### src/rtl/nonce_tx_queue.sv
// nonce_tx_queue: buffers golden nonces from the hasher chain and hands them
// one at a time to serial_transmit over a send/busy handshake.
// A toggle on load_flag (new work loaded) flushes queued, now stale, nonces.
// Optional build macro NONCE_DEDUP_EN: silently discards a nonce equal to the
// most recently reported one (hasher chains may report the same nonce twice).
module nonce_tx_queue #(
    parameter int DEPTH_LOG2 = 3
) (
    input  logic                  clk,
    input  logic                  rst_n,
    input  logic [31:0]           nonce_in,
    input  logic                  nonce_valid,
    input  logic                  load_flag,
    input  logic                  tx_busy,
    output logic                  tx_send,
    output logic [31:0]           tx_word,
    output logic [DEPTH_LOG2:0]   level,
    output logic                  empty,
    output logic [7:0]            overflow_cnt
);

    localparam int DEPTH = 1 << DEPTH_LOG2;
    localparam int PTR_W = DEPTH_LOG2;
    localparam int LVL_W = DEPTH_LOG2 + 1;
    localparam logic [PTR_W-1:0] PTR_ZERO = PTR_W'(0);
    localparam logic [PTR_W-1:0] PTR_ONE  = PTR_W'(1);
    localparam logic [LVL_W-1:0] LVL_ZERO = LVL_W'(0);
    localparam logic [LVL_W-1:0] LVL_ONE  = LVL_W'(1);
    localparam logic [LVL_W-1:0] LVL_FULL = LVL_W'(DEPTH);

    typedef enum logic [1:0] {
        ST_IDLE      = 2'd0,
        ST_SEND      = 2'd1,
        ST_WAIT_ACK  = 2'd2,
        ST_WAIT_DONE = 2'd3
    } state_e;

    // Storage and pointers
    logic [31:0]      mem_q [DEPTH];
    logic [PTR_W-1:0] wr_ptr_q, wr_ptr_d;
    logic [PTR_W-1:0] rd_ptr_q, rd_ptr_d;
    logic [PTR_W-1:0] wr_addr_s;
    logic [LVL_W-1:0] level_q, level_d;
    logic             empty_q, empty_d;
    logic [7:0]       overflow_q, overflow_d;
    logic             load_flag_q;

    // Transmit FSM
    state_e           state_q;
    logic             tx_send_q;
    logic [31:0]      tx_word_q;
    logic [1:0]       ack_cnt_q;

    // Control strobes
    logic flush_s, full_s, pop_s, dup_s, req_s, push_s, drop_s;

    assign flush_s = load_flag ^ load_flag_q;
    assign full_s  = (level_q == LVL_FULL);
    // A launch dequeues the head in the same edge the FSM leaves IDLE.
    assign pop_s   = (state_q == ST_IDLE) && !empty_q && !tx_busy;

`ifdef NONCE_DEDUP_EN
    logic [31:0] last_nonce_q;
    logic        last_valid_q;

    // A flush forgets the last nonce, so the first nonce of new work is never a duplicate.
    assign dup_s = nonce_valid && last_valid_q && !flush_s && (nonce_in == last_nonce_q);

    // Remember the most recent non-duplicate nonce, whether it was queued or dropped full.
    always_ff @(posedge clk or negedge rst_n) begin
        if (!rst_n) begin
            last_nonce_q <= 32'd0;
            last_valid_q <= 1'b0;
        end else if (req_s) begin
            last_nonce_q <= nonce_in;
            last_valid_q <= 1'b1;
        end else if (flush_s) begin
            last_valid_q <= 1'b0;
        end else begin
            last_valid_q <= last_valid_q;
        end
    end
`else
    assign dup_s = 1'b0;
`endif

    // Flush empties the queue first, so a coinciding nonce always fits.
    assign req_s  = nonce_valid && !dup_s;
    assign push_s = req_s && (flush_s || !full_s || pop_s);
    assign drop_s = req_s && !flush_s && full_s && !pop_s;

    // Next-state computation for pointers, occupancy and the drop counter.
    always_comb begin
        wr_ptr_d   = wr_ptr_q;
        rd_ptr_d   = rd_ptr_q;
        wr_addr_s  = wr_ptr_q;
        level_d    = level_q;
        overflow_d = overflow_q;

        if (flush_s) begin
            rd_ptr_d  = PTR_ZERO;
            wr_addr_s = PTR_ZERO;
            if (push_s) begin
                wr_ptr_d = PTR_ONE;
                level_d  = LVL_ONE;
            end else begin
                wr_ptr_d = PTR_ZERO;
                level_d  = LVL_ZERO;
            end
        end else begin
            if (push_s) begin
                wr_ptr_d = wr_ptr_q + PTR_ONE;
            end else begin
                wr_ptr_d = wr_ptr_q;
            end
            if (pop_s) begin
                rd_ptr_d = rd_ptr_q + PTR_ONE;
            end else begin
                rd_ptr_d = rd_ptr_q;
            end
            case ({push_s, pop_s})
                2'b10:   level_d = level_q + LVL_ONE;
                2'b01:   level_d = level_q - LVL_ONE;
                default: level_d = level_q;
            endcase
        end

        if (drop_s && (overflow_q != 8'hFF)) begin
            overflow_d = overflow_q + 8'd1;
        end else begin
            overflow_d = overflow_q;
        end

        empty_d = (level_d == LVL_ZERO);
    end

    // Queue bookkeeping registers and the load_flag edge detector.
    always_ff @(posedge clk or negedge rst_n) begin
        if (!rst_n) begin
            wr_ptr_q    <= PTR_ZERO;
            rd_ptr_q    <= PTR_ZERO;
            level_q     <= LVL_ZERO;
            empty_q     <= 1'b1;
            overflow_q  <= 8'd0;
            load_flag_q <= 1'b0;
        end else begin
            wr_ptr_q    <= wr_ptr_d;
            rd_ptr_q    <= rd_ptr_d;
            level_q     <= level_d;
            empty_q     <= empty_d;
            overflow_q  <= overflow_d;
            load_flag_q <= load_flag;
        end
    end

    // Nonce storage; written only on an accepted push.
    always_ff @(posedge clk or negedge rst_n) begin
        if (!rst_n) begin
            for (int i = 0; i < DEPTH; i++) begin
                mem_q[i] <= 32'd0;
            end
        end else if (push_s) begin
            mem_q[wr_addr_s] <= nonce_in;
        end else begin
            mem_q[wr_addr_s] <= mem_q[wr_addr_s];
        end
    end

    // Transmit handshake: launch head, strobe send once, await busy rise then fall.
    always_ff @(posedge clk or negedge rst_n) begin
        if (!rst_n) begin
            state_q   <= ST_IDLE;
            tx_send_q <= 1'b0;
            tx_word_q <= 32'd0;
            ack_cnt_q <= 2'd0;
        end else begin
            case (state_q)
                ST_IDLE: begin
                    if (pop_s) begin
                        state_q   <= ST_SEND;
                        tx_send_q <= 1'b1;
                        tx_word_q <= mem_q[rd_ptr_q];
                    end else begin
                        tx_send_q <= 1'b0;
                    end
                end
                ST_SEND: begin
                    tx_send_q <= 1'b0;
                    ack_cnt_q <= 2'd0;
                    state_q   <= ST_WAIT_ACK;
                end
                ST_WAIT_ACK: begin
                    tx_send_q <= 1'b0;
                    if (tx_busy) begin
                        state_q <= ST_WAIT_DONE;
                    end else if (ack_cnt_q == 2'd3) begin
                        // No acknowledge within four cycles: the word is lost.
                        state_q <= ST_IDLE;
                    end else begin
                        ack_cnt_q <= ack_cnt_q + 2'd1;
                    end
                end
                ST_WAIT_DONE: begin
                    tx_send_q <= 1'b0;
                    if (!tx_busy) begin
                        state_q <= ST_IDLE;
                    end else begin
                        state_q <= ST_WAIT_DONE;
                    end
                end
                default: begin
                    state_q   <= ST_IDLE;
                    tx_send_q <= 1'b0;
                end
            endcase
        end
    end

    assign tx_send      = tx_send_q;
    assign tx_word      = tx_word_q;
    assign level        = level_q;
    assign empty        = empty_q;
    assign overflow_cnt = overflow_q;

endmodule

### config.mk
export PLATFORM = sky130hd
export DESIGN_NAME = nonce_tx_queue
export DESIGN_NICKNAME = d
export VERILOG_FILES = /design/src/rtl/nonce_tx_queue.sv
export SDC_FILE = /design/constraint.sdc
export NUM_CORES = 1
export LEC_CHECK = 0
export BUFFER_PORTS_ARGS = -buffer_cell sky130_fd_sc_hd__buf_2
export CORE_ASPECT_RATIO = 1.2
export CORE_MARGIN = 2
export CORE_UTILIZATION = 47
export DETAILED_ROUTE_END_ITERATION = 10
export SLEW_MARGIN = 20
export SYNTH_ARGS = -nofsm -noshare
export SYNTH_HDL_FRONTEND = slang
export SYNTH_SLANG_ARGS = --single-unit
### constraint.sdc
create_clock -name clk -period 3.9 [get_ports clk]
set_input_delay 0.585 -clock clk [delete_from_list [all_inputs] [get_ports clk]]
set_output_delay 0.585 -clock clk [all_outputs]
set_load 0.02 [all_outputs]
# --- Word level (Yosys, flattened, before mapping) ---
# Index checks and enable logic that the tools add are counted.
op_classes:
  add_sub_neg: 6
  multipliers: 0
  div: 0
  magnitude_cmp: 3
  eq_ne: 12
  shift: 0
  mux: 30
  n_bitwise: 3
  n_reduce_logical: 24
op_table:
  columns: ["operator", "n"]
  rows:
  - ["bitwise mux 256 bit", 2]
  - ["two-way mux 256 bit", 1]
  - ["binary-select mux 32 bit (select 3 bit)", 2]
  - ["two-way mux 32 bit", 5]
  - ["demux 32 bit (select 3 bit)", 1]
  - ["two-way mux 3 bit", 5]
  - ["two-way mux 2 bit", 6]
  - ["adder 8 x 1 -> 8 bit (second input constant)", 1]
  - ["equality test 2 bit (second input constant)", 4]
  - [">= comparator 4 bit (second input constant)", 2]
  - ["logical AND 1 bit", 8]
  - ["inequality test 8 bit (second input constant)", 1]
  - ["NOT 3 -> 4 bit", 2]
  - ["case mux 2 bit (4 select lines)", 1]
  - ["case mux 4 bit (2 select lines)", 1]
  - ["adder 3 x 1 -> 3 bit (second input constant)", 2]
  - ["inequality test 2 bit (second input constant)", 3]
  - ["nonzero test 2 bit", 3]
  - ["logical NOT 1 bit", 5]
  - ["adder 4 x 1 -> 4 bit (second input constant)", 1]
  - ["equality test 2 x 1 -> 1 bit (second input constant)", 2]
  - ["equality test 4 bit (second input constant)", 1]
  - ["logical NOT 4 bit", 1]
  - ["< comparator 4 x 1 -> 1 bit (second input constant)", 1]
  - ["other kinds (13)", 17]
totals:
  regBits: 313
  latchBits: 0
  mem_bits_rw: 0
  rom_bits: 0
  input_bits: 37
  output_inout_bits: 46
  word_cells: 96
  memories: 0

# --- Longest topological paths before layout ---
logic_depth:
  depth_word: 9
  mapped_depth: 15
  mapped_depth_nobuf: 11

# --- Least setup slack after synthesis ---
# No wires, ideal clock.
synth_timing:
  kind: "reg2reg"
  start: "reg state_q[1]"
  end: "reg empty_q, in the netlist empty"
  setup_ns: 0.121
  arrival_ns: 3.186
  required_ns: 3.779
  slack_ns: 0.593
  path_stages_with_launch: 16
  path_buffers: 4
  period_less_slack_ns: 3.307
  path_cell_list: "dfrtp_1 > buf_2 > or4_1 > buf_2 > a31oi_4 > inv_2 > buf_2 > ha_1 > clkbuf_1 > xor2_1 > ha_1 > a21oi_1 > xor2_1 > nor2_1 > xor2_1 > a2111oi_0"
synth_via:
  elab_chain_cells: 9
  word_cells_on_any_way: 11
  cone_classes: "eq/ne: 2; mux: 3; reduce/logical: 6"
synth_rtl:
  columns: ["element", "line_no", "source"]
  rows:
  - ["start, declared", "49", "state_e state_q;"]
  - ["start signal, assigned", "172", "state_q <= ST_IDLE;"]
  - ["start signal, assigned", "180", "state_q <= ST_SEND;"]
  - ["start signal, assigned", "190", "state_q <= ST_WAIT_ACK;"]
  - ["logical NOT 2 bit (*)", "60", "assign pop_s = (state_q == ST_IDLE) && !empty_q && !tx_busy;"]
  - ["logical AND 1 bit (*) (2 in series)", "60", null]
  - ["logical OR 1 bit", "89", "assign push_s = req_s && (flush_s || !full_s || pop_s);"]
  - ["logical AND 1 bit", "89", null]
  - ["equality test 2 x 1 -> 1 bit / equality test 2 bit (equally long branches)", "121", "case ({push_s, pop_s})"]
  - ["case mux 4 bit (2 select lines)", "121", null]
  - ["two-way mux 4 bit (*)", "100", "if (flush_s) begin"]
  - ["logical NOT 4 bit (*)", "134", "empty_d = (level_d == LVL_ZERO);"]
  - ["via empty_d", "44", "logic empty_q, empty_d;"]
  - ["end signal, assigned", "150", "empty_q <= empty_d;"]
  - ["end, declared", "44", null]
# The timed path passes the listed nets; every way through them passes the cells marked *.
# A chain may end at the register's enable or synchronous reset.

# --- Worst setup path after layout ---
# Ends and elaborated chain as after synthesis.

==> run_results.csv <==
group,metric,value,unit
synth,syn_inst,1411,
pwr,peakVddDrop,0.269,mV
clock_tree,cts.clk_slew.worst_paths,0.06,ns
sta,hold_slack,0.127,ns
die,dieArea,35700,sq um
pwr,p_total,12.5,mW
worst_setup_path,crit_path_max_fanout,23,
placement,place.gp.congestion,0.844,
sta,maxSlewViolCount,0,
clock_tree,cts_tree,"done",
pwr,cellPowerDensity,679,nW/um^2
sta,worst-slew-pin-transition,0.972,ns
detailed_routing,drtAntennaViolNets,0,
grt,antenna_found_initial,0,
clock_tree,cts_sinks,313,
synth,synth_seq_area_share,48.8,%
worst_setup_path,worst_setup_path_start_kind,"flop",
synth,synthFlopType,"dfrtp_1",
synth,synth.net_count,1455,
cells_and_area,drive_above_1_share,29.1,%
sta,clock_skew,0.00942,ns
synth,ys_async_sr_fraction,100,%
grt,grt_remaining_overflow,0,
placement,io_buffers,82,
sta,post-route-min-period,3.25,ns
grt,grt_pass1_vias,12171,
cells_and_area,n_fill_cell,2966,
detailed_routing,dr.pass1.iters,7,
worst_setup_path,endpoint_kind,"flop",
sta,fin_crit_sh,83.3,%
sta,hold_viol,0,
status,status,"complete, no violations",
clock_tree,cts-root-buf,"clkbuf_16",
detailed_routing,wl_per_cell,23.6,microns
placement,dpl.hpwl,30.8,mm
grt,grtUsageTotal,26.7,%
sta,setup_viol,0,
die,fp.dieW,173,microns
detailed_routing,wl,46.7,mm
detailed_routing,vias_per_cell,6.08,
sta,slew_headroom,35.1,%
die,die_height,207,microns
worst_setup_path,crit_required,4.30,ns
synth,syn_area_per_cell,11.4,sq um
cells_and_area,syn2layout_area_growth,14.6,%
synth,ys.warnings.count,0,
die,core,33900,sq um
clock_tree,cts-buffers-inserted,35,
run,drv_cap,0,
placement,placed_cell_area,17300,sq um
die,initial_core_util,47.4,%
clock_tree,cts-hold-fix-buffers,0,
grt,grt_first_pass_wirelength,73.1,mm
synth,ys_seq_elements,313,
synth,yosysUniqueCellTypes,73,
synth,synth_edf_count,0,
pwr,p_leak,7.83,nW
sta,clock.fmax,0.308,GHz
clock_tree,cts_max_level,2,
die,rows,74,
worst_setup_path,critical_path_class,"reg2reg",
cells_and_area,antenna_cells,0,
die,boundaryPins,83,
worst_hold_path,hold_class,"in2async",
clock_tree,clockBufferDepth,3,
clock_tree,post_cts_buffers,0,
grt,grt_max_degree,102,
cells_and_area,nets,1540,
clock_tree,clk_latency,0.52,ns
detailed_routing,drt_iter0_drc,802,
detailed_routing,vias,12011,
worst_setup_path,crit_arrival,3.64,ns
sta,rsz0062_at_grt,"no",
clock_tree,ctsResizeCount,0,
detailed_routing,drc_errors,0,
cells_and_area,design_area,18400,sq um
synth,syn_area,16100,sq um
sta,tns,0,ns
-- area by class of cell --
class / count / area, sq um / share of cell area, %
flip-flops and latches: 313 / 7840 / 42.6
inverters: 11 / 41.3 / 0.224
clock buffers: 57 / 1120 / 6.09
repair buffers: 160 / 1060 / 5.73
multi-input cells: 975 / 7760 / 42.1
clock inverters: 5 / 25.0 / 0.136
well taps: 456 / 571 / 3.10
-- power by group --
part | total (mW) | internal (mW) | switching [mW]
Clock | 3.28 | 1.96 | 1.32
Combinational | 3.74 | 1.83 | 1.91
Sequential | 5.48 | 4.49 | 0.995
Total | 12.5 | 8.27 | 4.23
-- registers in the layout, indices dropped and copies added (netlist names) --
| register | flops |
|---|---|
| ack_cnt_q | 2 |
| empty | 1 |
| level | 4 |
| load_flag_q | 1 |
| mem_q | 256 |
| overflow_cnt | 8 |
| rd_ptr_q | 3 |
| state_q | 2 |
| tx_send | 1 |
| tx_word | 32 |
| wr_ptr_q | 3 |
-- through the flow --
stage	setup WS, ns	util, %	std cells
CTS	0.665	54.3	1977
detailed placement	0.503	51.0	1915
global route	0.409	54.3	1977
floorplan	0.593	-	1411
global placement	0.554	51.0	1915
finish	0.653	54.3	1977
-- cells in the final DEF (no fill, tap or decap), types with 17 or more instances in the layout --
cell	instances
mux4_2	64
a221oi_1	19
a22o_1	18
nor2_1	52
dfrtp_1	307
nand3_1	17
nor3_1	40
o21ai_0	108
mux2i_1	73
buf_2	81
buf_4	74
a21oi_1	33
mux2_2	111
clkbuf_16	37
nand2_1	193
o21ai_1	46
-- cells by family (layout without fill, tap and decap cells) --
family	count (synthesis)	count (layout)	synth area share, %
adders and majority gates	7	7	0.545
AOI/OAI and AO/OA	324	324	13.7
buffers and inverters	123	233	3.29
xor gates and xnor gates	18	18	1.03
DFF	313	313	48.8
muxes	264	264	22.4
and+or+nand+nor	362	362	10.2
-- synth_stat cells (all sizes together) (2+ instances only) --
cell type | count | area (sq um)
nand3b | 4 | 30.0
nor2 | 65 | 318
nor3 | 46 | 230
and4 | 2 | 17.5
nand4 | 4 | 25.0
xnor2 | 6 | 52.6
nor4 | 3 | 18.8
o31ai | 9 | 72.6
o22ai | 4 | 43.8
a222oi | 7 | 70.1
mux4 | 64 | 1440
nand3 | 17 | 85.1
a211oi | 3 | 22.5
o32ai | 2 | 25.0
mux2i | 73 | 731
a21oi | 37 | 200
nand2b | 5 | 31.3
xor2 | 12 | 113
ha | 7 | 87.6
nor2b | 6 | 37.5
a41o | 7 | 70.1
a31oi | 16 | 180
o211ai | 5 | 37.5
a2111oi | 6 | 52.6
buf | 42 | 224
dfrtp | 312 | 7810
mux2 | 127 | 1430
a2bb2oi | 8 | 70.1
o2bb2ai | 4 | 35.0
inv | 11 | 41.3
a221o | 9 | 90.1
and2 | 2 | 12.5
clkbuf | 70 | 263
a32oi | 3 | 26.3
a22o | 18 | 158
a22oi | 4 | 30.0
a221oi | 19 | 166
and3 | 7 | 43.8
o21ai | 154 | 771
nand2 | 195 | 734
-- routing by layer --
| metal | vias to the layer above | global-route usage (%) | wire, microns |
|---|---|---|---|
| met1 | 6093 | 35.2 | 19600 |
| met4 | 0 | 10.7 | 1820 |
| met2 | 403 | 45.0 | 22700 |
| li1 | 5397 | - | - |
| met3 | 118 | 3.46 | 2640 |
| met5 | - | 0 | 0 |
-- worst paths after layout --
kind                                to  slack (ns)  cells past startpoint  startpoint
setup / recovery                 empty        0.65                     11  state_q[1]
hold / removal              mem_q[243]        0.13                      1       rst_n
setup reg to reg                 empty        0.65                     11  state_q[1]
hold reg to reg             tx_word[2]        0.47                      2  tx_word[2]
max in group asynchronous   mem_q[242]        2.83                      2       rst_n
min in group clk           load_flag_q        0.27                      1   load_flag
-- worst max-delay path: stages (launching register included) --
cell and delay [ns]:
dfrtp_1 0.46, or4_2 0.78, buf_4 0.25, inv_1 0.09, ha_1 0.28, xor2_1 0.11, ha_1 0.19, a21oi_1 0.16
xor2_1 0.17, nor2_1 0.06, xor2_1 0.14, a2111oi_0 0.42
No activity file was read; power rests on OpenSTA's default activity.
